$ cat config.mk
export PLATFORM = sky130hd
export DESIGN_NAME = router_req_sched_flat
export DESIGN_NICKNAME = d
export VERILOG_FILES = /design/src/rtl/router_req_sched_if.sv /design/src/rtl/router_req_sched.sv /design/src/flat_wrapper.sv
export SDC_FILE = /design/constraint.sdc
export NUM_CORES = 1
export LEC_CHECK = 0
export BUFFER_PORTS_ARGS = -buffer_cell sky130_fd_sc_hd__buf_2
export CAP_MARGIN = 30
export CORE_ASPECT_RATIO = 1.1
export CORE_MARGIN = 1.5
export CORE_UTILIZATION = 60
export CTS_CLUSTER_SIZE = 10
export DETAILED_ROUTE_END_ITERATION = 8
export GPL_ROUTABILITY_DRIVEN = 0
export GPL_TIMING_DRIVEN = 1
export PLACE_DENSITY = 0.92
export SYNTH_ARGS = -nofsm -noshare
export SYNTH_HDL_FRONTEND = slang
export SYNTH_SLANG_ARGS = --single-unit
$ cat constraint.sdc
create_clock -name clk -period 5.71 [get_ports clk]
set_clock_uncertainty 0.15 [all_clocks]
set_input_delay 1.142 -clock clk [delete_from_list [all_inputs] [get_ports clk]]
set_output_delay 1.142 -clock clk [all_outputs]
set_load 0.01 [all_outputs]
$ cat src/rtl/router_req_sched_if.sv
// -----------------------------------------------------------------------------
// router_req_sched_if
// Start/ack handshake between the request scheduler and the router.
//   router_start_req  scheduler -> router  level request, held until ack
//   router_scr_addr   scheduler -> router  source address of the issued request
//   router_dst_addr   scheduler -> router  destination address
//   router_src_dfx    scheduler -> router  source DFX region id
//   router_dst_dfx    scheduler -> router  destination DFX region id
//   router_ack        router -> scheduler  router accepted the current request
// Modports: master = scheduler side, slave = router side.
// -----------------------------------------------------------------------------
interface router_req_sched_if #(
  parameter int ADDR_W = 10,
  parameter int DFX_W  = 2
);
  logic              router_start_req;
  logic [ADDR_W-1:0] router_scr_addr;
  logic [ADDR_W-1:0] router_dst_addr;
  logic [DFX_W-1:0]  router_src_dfx;
  logic [DFX_W-1:0]  router_dst_dfx;
  logic              router_ack;

  modport master (
    output router_start_req,
    output router_scr_addr,
    output router_dst_addr,
    output router_src_dfx,
    output router_dst_dfx,
    input  router_ack
  );

  modport slave (
    input  router_start_req,
    input  router_scr_addr,
    input  router_dst_addr,
    input  router_src_dfx,
    input  router_dst_dfx,
    output router_ack
  );
endinterface

$ cat src/rtl/router_req_sched.sv
// -----------------------------------------------------------------------------
// router_req_sched
// Multi-channel request scheduler in front of the router start/ack handshake.
// Each channel queues route requests in its own FIFO; a round-robin arbiter
// issues one request at a time to the router and holds it until acknowledged.
//
// Ports
//   clk, rst_n      clock (rising edge), asynchronous active-low reset
//   ch_req_valid    per-channel push strobe
//   ch_req_ready    per-channel "FIFO not full" (registered)
//   ch_src_addr     packed per-channel source address, ch i at [i*ADDR_W +: ADDR_W]
//   ch_dst_addr     packed per-channel destination address
//   ch_src_dfx      packed per-channel source DFX id, ch i at [i*DFX_W +: DFX_W]
//   ch_dst_dfx      packed per-channel destination DFX id
//   rtr             router handshake (router_req_sched_if.master)
//   grant_ch        channel of the in-flight request (holds last value in IDLE)
//   busy            request outstanding at the router
//   ch_done         one-cycle pulse on the granted channel's bit when acked
//   timeout_err     one-cycle pulse when a request is aborted by timeout
//
// Build option
//   ROUTER_REQ_TIMEOUT_EN  when defined, a request not acked within
//                          TIMEOUT_CYCLES cycles is dropped and timeout_err
//                          pulses; otherwise the request waits indefinitely
//                          and timeout_err is tied low.
// -----------------------------------------------------------------------------
module router_req_sched #(
  parameter int NUM_CH         = 4,
  parameter int ADDR_W         = 10,
  parameter int DFX_W          = 2,
  parameter int FIFO_DEPTH     = 4,
  parameter int TIMEOUT_CYCLES = 256,
  localparam int CH_W          = (NUM_CH > 1) ? $clog2(NUM_CH) : 1
) (
  input  logic                     clk,
  input  logic                     rst_n,
  input  logic [NUM_CH-1:0]        ch_req_valid,
  output logic [NUM_CH-1:0]        ch_req_ready,
  input  logic [NUM_CH*ADDR_W-1:0] ch_src_addr,
  input  logic [NUM_CH*ADDR_W-1:0] ch_dst_addr,
  input  logic [NUM_CH*DFX_W-1:0]  ch_src_dfx,
  input  logic [NUM_CH*DFX_W-1:0]  ch_dst_dfx,
  router_req_sched_if.master       rtr,
  output logic [CH_W-1:0]          grant_ch,
  output logic                     busy,
  output logic [NUM_CH-1:0]        ch_done,
  output logic                     timeout_err
);

  localparam int PTR_W = (FIFO_DEPTH > 1) ? $clog2(FIFO_DEPTH) : 1;
  localparam int CNT_W = PTR_W + 1;

  typedef struct packed {
    logic [ADDR_W-1:0] src_addr;
    logic [ADDR_W-1:0] dst_addr;
    logic [DFX_W-1:0]  src_dfx;
    logic [DFX_W-1:0]  dst_dfx;
  } req_t;

  typedef enum logic {
    IDLE = 1'b0,
    REQ  = 1'b1
  } state_t;

  // Per-channel FIFO storage and bookkeeping
  req_t             fifo_mem [NUM_CH][FIFO_DEPTH];
  req_t             wr_ent   [NUM_CH];
  logic [PTR_W-1:0] wr_ptr_q [NUM_CH];
  logic [PTR_W-1:0] wr_ptr_d [NUM_CH];
  logic [PTR_W-1:0] rd_ptr_q [NUM_CH];
  logic [PTR_W-1:0] rd_ptr_d [NUM_CH];
  logic [CNT_W-1:0] cnt_q    [NUM_CH];
  logic [CNT_W-1:0] cnt_d    [NUM_CH];
  logic [NUM_CH-1:0] ready_q, ready_d;
  logic [NUM_CH-1:0] push, pop;

  // Arbiter
  logic [NUM_CH-1:0]   nempty;
  logic [2*NUM_CH-1:0] ne_dbl;
  logic [NUM_CH-1:0]   ne_rot;
  logic [CH_W-1:0]     pick_off;
  logic [CH_W:0]       pick_sum;
  logic [CH_W-1:0]     pick_ch;
  logic                pick_vld;
  req_t                head;

  // Scheduler state and registered outputs
  state_t            state_q, state_d;
  logic [CH_W-1:0]   rr_q, rr_d;
  logic [CH_W-1:0]   grant_q, grant_d;
  req_t              out_q, out_d;
  logic [NUM_CH-1:0] done_q, done_d;

`ifdef ROUTER_REQ_TIMEOUT_EN
  localparam int TO_W = (TIMEOUT_CYCLES > 1) ? $clog2(TIMEOUT_CYCLES) : 1;
  logic [TO_W-1:0] to_cnt_q, to_cnt_d;
  logic            to_err_q, to_err_d;
`endif

  function automatic logic [CH_W-1:0] next_ch(input logic [CH_W-1:0] c);
    return (c == CH_W'(NUM_CH - 1)) ? '0 : c + CH_W'(1);
  endfunction

  // Unpack the per-channel request fields
  always_comb begin
    for (int i = 0; i < NUM_CH; i++) begin
      wr_ent[i].src_addr = ch_src_addr[i*ADDR_W +: ADDR_W];
      wr_ent[i].dst_addr = ch_dst_addr[i*ADDR_W +: ADDR_W];
      wr_ent[i].src_dfx  = ch_src_dfx[i*DFX_W +: DFX_W];
      wr_ent[i].dst_dfx  = ch_dst_dfx[i*DFX_W +: DFX_W];
    end
  end

  // Round-robin pick: rotate the non-empty mask so the RR pointer lands on
  // bit 0, take the lowest set bit, then rotate the offset back.
  always_comb begin
    for (int i = 0; i < NUM_CH; i++) begin
      nempty[i] = (cnt_q[i] != '0);
    end
    ne_dbl   = {nempty, nempty} >> rr_q;
    ne_rot   = ne_dbl[NUM_CH-1:0];
    pick_vld = |ne_rot;
    pick_off = '0;
    for (int k = NUM_CH - 1; k >= 0; k--) begin
      if (ne_rot[k]) pick_off = CH_W'(k);
    end
    pick_sum = {1'b0, rr_q} + {1'b0, pick_off};
    if (pick_sum >= (CH_W+1)'(NUM_CH)) pick_sum = pick_sum - (CH_W+1)'(NUM_CH);
    pick_ch = pick_sum[CH_W-1:0];
    head    = fifo_mem[pick_ch][rd_ptr_q[pick_ch]];
  end

  // FIFO pointer/count update. The head leaves the FIFO when it is issued,
  // so a push and a pop on one channel in the same cycle cancel in the count.
  always_comb begin
    for (int i = 0; i < NUM_CH; i++) begin
      push[i]     = ch_req_valid[i] & ready_q[i];
      pop[i]      = (state_q == IDLE) && pick_vld && (pick_ch == CH_W'(i));
      wr_ptr_d[i] = push[i] ? wr_ptr_q[i] + PTR_W'(1) : wr_ptr_q[i];
      rd_ptr_d[i] = pop[i]  ? rd_ptr_q[i] + PTR_W'(1) : rd_ptr_q[i];
      cnt_d[i]    = cnt_q[i];
      case ({push[i], pop[i]})
        2'b10:   cnt_d[i] = cnt_q[i] + CNT_W'(1);
        2'b01:   cnt_d[i] = cnt_q[i] - CNT_W'(1);
        default: cnt_d[i] = cnt_q[i];
      endcase
      ready_d[i] = (cnt_d[i] != CNT_W'(FIFO_DEPTH));
    end
  end

  // Scheduler next-state. IDLE is always visited between requests, which
  // guarantees at least one low cycle on router_start_req.
  always_comb begin
    state_d = state_q;
    rr_d    = rr_q;
    grant_d = grant_q;
    out_d   = out_q;
    done_d  = '0;
`ifdef ROUTER_REQ_TIMEOUT_EN
    to_cnt_d = to_cnt_q;
    to_err_d = 1'b0;
`endif
    case (state_q)
      IDLE: begin
        if (pick_vld) begin
          out_d   = head;
          grant_d = pick_ch;
          state_d = REQ;
`ifdef ROUTER_REQ_TIMEOUT_EN
          to_cnt_d = '0;
`endif
        end
      end
      REQ: begin
        // Ack is tested first so an ack on the last allowed cycle completes
        // normally instead of timing out.
        if (rtr.router_ack) begin
          done_d[grant_q] = 1'b1;
          rr_d            = next_ch(grant_q);
          state_d         = IDLE;
        end
`ifdef ROUTER_REQ_TIMEOUT_EN
        else if (to_cnt_q == TO_W'(TIMEOUT_CYCLES - 1)) begin
          to_err_d = 1'b1;
          rr_d     = next_ch(grant_q);
          state_d  = IDLE;
        end else begin
          to_cnt_d = to_cnt_q + TO_W'(1);
        end
`endif
      end
      default: state_d = IDLE;
    endcase
  end

  // FIFO storage carries data only and needs no reset
  always_ff @(posedge clk) begin
    for (int i = 0; i < NUM_CH; i++) begin
      if (push[i]) fifo_mem[i][wr_ptr_q[i]] <= wr_ent[i];
    end
  end

  always_ff @(posedge clk or negedge rst_n) begin
    if (!rst_n) begin
      state_q <= IDLE;
      rr_q    <= '0;
      grant_q <= '0;
      out_q   <= '0;
      done_q  <= '0;
      ready_q <= '0;
      for (int i = 0; i < NUM_CH; i++) begin
        cnt_q[i]    <= '0;
        wr_ptr_q[i] <= '0;
        rd_ptr_q[i] <= '0;
      end
`ifdef ROUTER_REQ_TIMEOUT_EN
      to_cnt_q <= '0;
      to_err_q <= 1'b0;
`endif
    end else begin
      state_q <= state_d;
      rr_q    <= rr_d;
      grant_q <= grant_d;
      out_q   <= out_d;
      done_q  <= done_d;
      ready_q <= ready_d;
      for (int i = 0; i < NUM_CH; i++) begin
        cnt_q[i]    <= cnt_d[i];
        wr_ptr_q[i] <= wr_ptr_d[i];
        rd_ptr_q[i] <= rd_ptr_d[i];
      end
`ifdef ROUTER_REQ_TIMEOUT_EN
      to_cnt_q <= to_cnt_d;
      to_err_q <= to_err_d;
`endif
    end
  end

  assign rtr.router_start_req = (state_q == REQ);
  assign rtr.router_scr_addr  = out_q.src_addr;
  assign rtr.router_dst_addr  = out_q.dst_addr;
  assign rtr.router_src_dfx   = out_q.src_dfx;
  assign rtr.router_dst_dfx   = out_q.dst_dfx;
  assign busy                 = (state_q == REQ);
  assign grant_ch             = grant_q;
  assign ch_done              = done_q;
  assign ch_req_ready         = ready_q;
`ifdef ROUTER_REQ_TIMEOUT_EN
  assign timeout_err = to_err_q;
`else
  assign timeout_err = 1'b0;
`endif

endmodule

$ cat src/flat_wrapper.sv
// flat-port wrapper written by rule: the top's interface ports become plain ports
module router_req_sched_flat 
#(
  parameter int NUM_CH         = 4,
  parameter int ADDR_W         = 10,
  parameter int DFX_W          = 2,
  parameter int FIFO_DEPTH     = 4,
  parameter int TIMEOUT_CYCLES = 256,
  localparam int CH_W          = (NUM_CH > 1) ? $clog2(NUM_CH) : 1
)
  (clk, rst_n, ch_req_valid, ch_req_ready, ch_src_addr, ch_dst_addr, ch_src_dfx, ch_dst_dfx, grant_ch, busy, ch_done, timeout_err, rtr_router_start_req, rtr_router_scr_addr, rtr_router_dst_addr, rtr_router_src_dfx, rtr_router_dst_dfx, rtr_router_ack);
  router_req_sched_if #(.ADDR_W(ADDR_W), .DFX_W(DFX_W)) rtr_i ();
  input  logic clk;
  input  logic rst_n;
  input  logic [NUM_CH-1:0] ch_req_valid;
  output logic [NUM_CH-1:0] ch_req_ready;
  input  logic [NUM_CH*ADDR_W-1:0] ch_src_addr;
  input  logic [NUM_CH*ADDR_W-1:0] ch_dst_addr;
  input  logic [NUM_CH*DFX_W-1:0] ch_src_dfx;
  input  logic [NUM_CH*DFX_W-1:0] ch_dst_dfx;
  output logic [CH_W-1:0] grant_ch;
  output logic busy;
  output logic [NUM_CH-1:0] ch_done;
  output logic timeout_err;
  output wire logic [$bits(rtr_i.router_start_req)-1:0] rtr_router_start_req;
  output wire logic [$bits(rtr_i.router_scr_addr)-1:0] rtr_router_scr_addr;
  output wire logic [$bits(rtr_i.router_dst_addr)-1:0] rtr_router_dst_addr;
  output wire logic [$bits(rtr_i.router_src_dfx)-1:0] rtr_router_src_dfx;
  output wire logic [$bits(rtr_i.router_dst_dfx)-1:0] rtr_router_dst_dfx;
  input wire logic [$bits(rtr_i.router_ack)-1:0] rtr_router_ack;
  assign rtr_router_start_req = rtr_i.router_start_req;
  assign rtr_router_scr_addr = rtr_i.router_scr_addr;
  assign rtr_router_dst_addr = rtr_i.router_dst_addr;
  assign rtr_router_src_dfx = rtr_i.router_src_dfx;
  assign rtr_router_dst_dfx = rtr_i.router_dst_dfx;
  assign rtr_i.router_ack = rtr_router_ack;
  router_req_sched #(.NUM_CH(NUM_CH), .ADDR_W(ADDR_W), .DFX_W(DFX_W), .FIFO_DEPTH(FIFO_DEPTH), .TIMEOUT_CYCLES(TIMEOUT_CYCLES)) u_core (.clk(clk), .rst_n(rst_n), .ch_req_valid(ch_req_valid), .ch_req_ready(ch_req_ready), .ch_src_addr(ch_src_addr), .ch_dst_addr(ch_dst_addr), .ch_src_dfx(ch_src_dfx), .ch_dst_dfx(ch_dst_dfx), .rtr(rtr_i), .grant_ch(grant_ch), .busy(busy), .ch_done(ch_done), .timeout_err(timeout_err));
endmodule
== After elaboration in Yosys (flattened, before gate mapping) ==
Memories as Yosys holds them, arrays and structs flattened.
Cells that the tools add are included.

* Flip-flop bits (word level): 65
* Bits in writable memories: 384
* Input port bits: 103
* Output and inout port bits: 37
* Logic and storage cells: 139
* Memories: 1

{| class="wikitable"
|+ Memory list
! memory !! words !! bits a word !! read ports !! clocked after memory_dff !! wr ports !! RTL line !! source
|-
| u_core.fifo_mem || 4 || 96 || 1 || 0 || 4 || router_req_sched.sv:66 || <nowiki>req_t fifo_mem [NUM_CH][FIFO_DEPTH];</nowiki>
|}

* $add $sub $neg: 19
* Magnitude comparators: 13
* Equal/unequal tests: 16
* Shift operators: 1
* Multiplexer cells: 39
* Bitwise gates (word level): 11
* Reduce and logical (&&, ||, !) cells: 18

{| class="wikitable"
|+ Operators by type and width
! kind !! number
|-
| 2-to-1 mux 96 bit || 4
|-
| demux 24 bit (select 2 bit) || 4
|-
| 2-to-1 mux 24 bit || 6
|-
| binary-select mux 24 bit (select 2 bit) || 1
|-
| case mux 3 bit (2 select lines) || 4
|-
| greater-or-equal comparator 3 bit, second input constant || 7
|-
| adder 2 x 1 -> 2 bit, second input constant || 9
|-
| NOT 2 -> 3 bit || 6
|-
| 2-to-1 mux 2 bit || 8
|-
| == test 2 bit, second input constant || 7
|-
| adder 3 x 1 -> 3 bit, second input constant || 4
|-
| less-than comparator 3 x 1 -> 1 bit, second input constant || 4
|-
| != test 3 bit, second input constant || 4
|-
| nonzero test 3 bit || 4
|-
| subtractor 3 x 1 -> 3 bit, second input constant || 4
|-
| == test 2 x 1 -> 1 bit, second input constant || 5
|-
| logical AND 1 bit || 10
|-
| 2-to-1 mux 4 bit || 2
|-
| >> shifter 8 x 2 -> 4 bit || 1
|-
| 2-to-1 mux 1 bit || 7
|-
| AND 1 bit || 4
|-
| binary-select mux 2 bit (select 2 bit) || 1
|-
| AND reduction 2 bit || 2
|-
| OR reduction 4 bit || 1
|-
| other kinds (8) || 8
|}

== Longest topological paths before layout ==
* Depth in word-level cells: 17
* Mapped depth: 18
* Depth with buffers taken out: 17

== Worst setup path before layout ==
Ideal clock, no wire load.

* Path kind: register to register
* Start: reg u_core.cnt_q[3] (netlist bit)
* End: reg u_core.ready_q[3] (netlist: u_core.ch_req_ready[3])
* Library setup time: 124 ps
* Data arrival time: 3,704 ps
* Data required time: 5,436 ps
* Slack: 1,731 ps
* Stages on the path, launching flop included: 19
* Buffers on the path: 2
* Period minus slack after synthesis: 3,979 ps
* Cells stage by stage: dfrtp_1 -> or3_1 -> nor2_1 -> nor3_1 -> a21oi_1 -> o21ai_0 -> ha_1 -> buf_2 -> clkbuf_1 -> nand3b_1 -> a21o_1 -> inv_1 -> ha_1 -> inv_1 -> fa_1 -> xor2_1 -> nor2_1 -> xor2_1 -> nand2_1

{| class="wikitable"
|+ RTL lines
! what !! RTL line !! source
|-
| from (decl) || router_req_sched.sv:72 || <nowiki>logic [CNT_W-1:0] cnt_q [NUM_CH];</nowiki>
|-
| from (signal, indexed assignment) || router_req_sched.sv:228 || <nowiki>cnt_q[i] <= cnt_d[i];</nowiki>
|-
| to (signal assigned) || router_req_sched.sv:226 || <nowiki>ready_q <= ready_d;</nowiki>
|-
| to (decl) || router_req_sched.sv:74 || <nowiki>logic [NUM_CH-1:0] ready_q, ready_d;</nowiki>
|}

==> impl_metrics.ini <==
[min_path]
hold_path_depth = 2
min_path_type = reg2reg
hp-start = u_core.rtr.router_src_dfx[1]
min_to = u_core.rtr.router_src_dfx[1]

[global_route]
grt.total_usage_pct = 27.7
grt_max_degree = 73
antenna_found_initial = 10
grt-ovfl-total = 0
grt_pass1_wl_mm = 64.4
grt_pass1_vias = 10500

[pwr]
ir_drop_uv = 439
clkPwrFrac_pct = 22.1
switching_share_pct = 36.2
leakage_nw = 7.84
p_switching_mw = 4.73
internal-power_mw = 8.33
cellPowerDensity_nw_per_um2 = 617
power_frac_seq_pct = 37.1
combinationalPowerShare_pct = 40.7
power.total_mw = 13.1

[critical_path]
r2r_setup_slack_ps = 930
critPathLaunch = u_core.cnt_q[0]
cp_data_arrival_time_ps = 5140
r2r_end = u_core.ch_req_ready[0]
cp_max_fo = 38
critical_path_class = reg2reg
cp-end-kind = register
worstPathRequired_ps = 6060
reg2reg_from = u_core.cnt_q[0]
reg2reg_depth = 15
cp-start-kind = register

[routing]
wirelength_mm = 44.1
dr.pass1.iters = 5
vias = 10100
wl_per_cell_um = 27.4
drt-vias-per-instance = 6.29
drtIter0Drc = 1266
ant_nets = 0
drc = 0

[clocking]
postCtsHoldBufs = 0
clk_pin_slew_ps = 60
clock_path_buffers = 3
cts.sinks = 449
clkLatencyLatePin_ps = 560
htree_levels = 2
cts_setup_buffers = 0
post_cts_resized = 0
numCtsBuffers = 51
root_buffer = clkbuf_16
cts_tree = built

[timing]
max_freq_mhz = 209
finalSetupTns_ps = 0
setup_viol_count_final = 0
layout_min_cycle_time_ps = 4780
max_slew_margin_pct = 35.2
layout_setup_ws_ps = 928
finalHoldViolCount = 0
slew_viol_final = 0
worst_pin_slew_ps = 972
grt_setup_unrepaired = no
fin_hold_ws_ps = 360
finalCritPeriodShare_pct = 83.8

[cells_and_area]
fin_cells = 1608
num-nets-final = 1275
final_common_cell = edfxtp_1
layout-drive-gt1-share_pct = 30.5
utilization_pct = 69.7
area_growth_pct = 14.6
fin_area_um2 = 21100
final_cell_mix = edfxtp_1 (384), buf_2 (138), mux2i_1 (98), mux4_2 (72), dfrtp_1 (63)

[floorplanning]
die_y_um = 187
rows = 67
start_util_pct = 60.8
coreArea_um2 = 30300
pin_count = 140
die_x_um = 170
die-area_um2 = 31800

[synth]
synth_edf_count = 384
synth-simple-area-share_pct = 4.18
synthCells = 974
ys_types = 51
synth_seq_cells = 449
synthXorXnorAreaFrac_pct = 1.23
synthArstFlopShare_pct = 14.5
synth_compound_area_share_pct = 4.49
synth_area_per_cell_um2 = 18.9
ys.flop_type = edfxtp_1
ys_seq_area_share_pct = 71.3
syn_area_um2 = 18500
synthAdderAreaFrac_pct = 2.20
muxShareOfSynthArea_pct = 14.6
synth-warning-count = 0
synth_top_family_by_area = multiplexers
syn_nets = 1107

[placed_design]
dp.cells = 1502
hpwl_mm = 25.9
port_buffers = 138
dpl_worst_slack_ps = 1070
dpl_cell_area_um2 = 19600

[flow_run]
cap_violations = 0

[outcome]
status = finished clean
-- state kept, by name, indices dropped and copies added (netlist names), 4 cells and up --
signal,flops
u_core.ch_done,4
u_core.ch_req_ready,4
u_core.cnt_q,12
u_core.fifo_mem,384
u_core.rd_ptr_q,8
u_core.rtr.router_dst_addr,10
u_core.rtr.router_scr_addr,10
u_core.wr_ptr_q,8
-- logic make-up after synthesis --
logic type,after synthesis
AO/OA/AOI/OAI,72
XOR/XNOR,26
adder cells (fa/ha/maj),30
buffers and inverters,78
flip-flops,449
multiplexers,178
other,1
AND/OR/NAND/NOR,140
-- metal layers --
layer	GRT usage, %	routed length, um	vias up
met5	0	9	-
met4	13.0	1790	2
met3	5.80	3770	108
met2	46.0	22700	657
met1	35.2	15800	5128
li1	-	-	4217
-- power groups by stage --
stage                     clock network [mW]  logic [mW]  registers [mW]
final                                   2.89        5.32            4.85
after global routing                    3.04        5.59            4.90
after CTS                               2.91        5.23            4.82
after detailed placement                   0        5.12            4.86
after global placement                     0        4.92            4.79
after floorplan                            0        3.68            4.68
-- worst max path at each step --
stage | endpoint | slack [ps] | depth (start not counted)
after detailed placement | u_core.ch_req_ready[0] | 1070 | 15
after CTS | u_core.ch_req_ready[0] | 1010 | 15
final | u_core.ch_req_ready[0] | 930 | 15
after global routing | u_core.ch_req_ready[0] | 700 | 15
after floorplan | u_core.ch_req_ready[3] | 1730 | 18
after global placement | u_core.ch_req_ready[0] | 1330 | 14
-- layout make-up --
cell class,count,area (um2)
clock inverter,2,17.5
timing repair buffer,168,936
antenna,11,27.5
multi-input combinational,447,4970
inverter,25,93.8
fill,1771,9200
clock buffer,92,1430
sequential,449,13200
tap,414,518
-- synth_stat cells (all sizes together), types with 22 or more instances --
master	count	area, um2
nand2	39	146
and3	45	282
a221oi	24	354
clkbuf	22	82.6
mux4	72	1620
mux2i	100	1000
o31ai	25	288
nor2b	24	150
ha	26	325
inv	25	93.8
edfxtp	384	11500
dfrtp	65	1630
buf	31	194
-- worst max-delay path, stage by stage, from the launching register on --
cell and delay (ps):
dfrtp_1 410, nor3_1 530, nand3_1 160, o311a_1 160, o21ai_0 410, ha_4 220, xor2_1 260, nand3_2 490
buf_4 490, and3_1 300, ha_1 260, inv_1 90, fa_1 400, o21ai_0 230, nor2_1 80, nand2_1 60
Note: power is estimated with default switching activity, not from simulation.
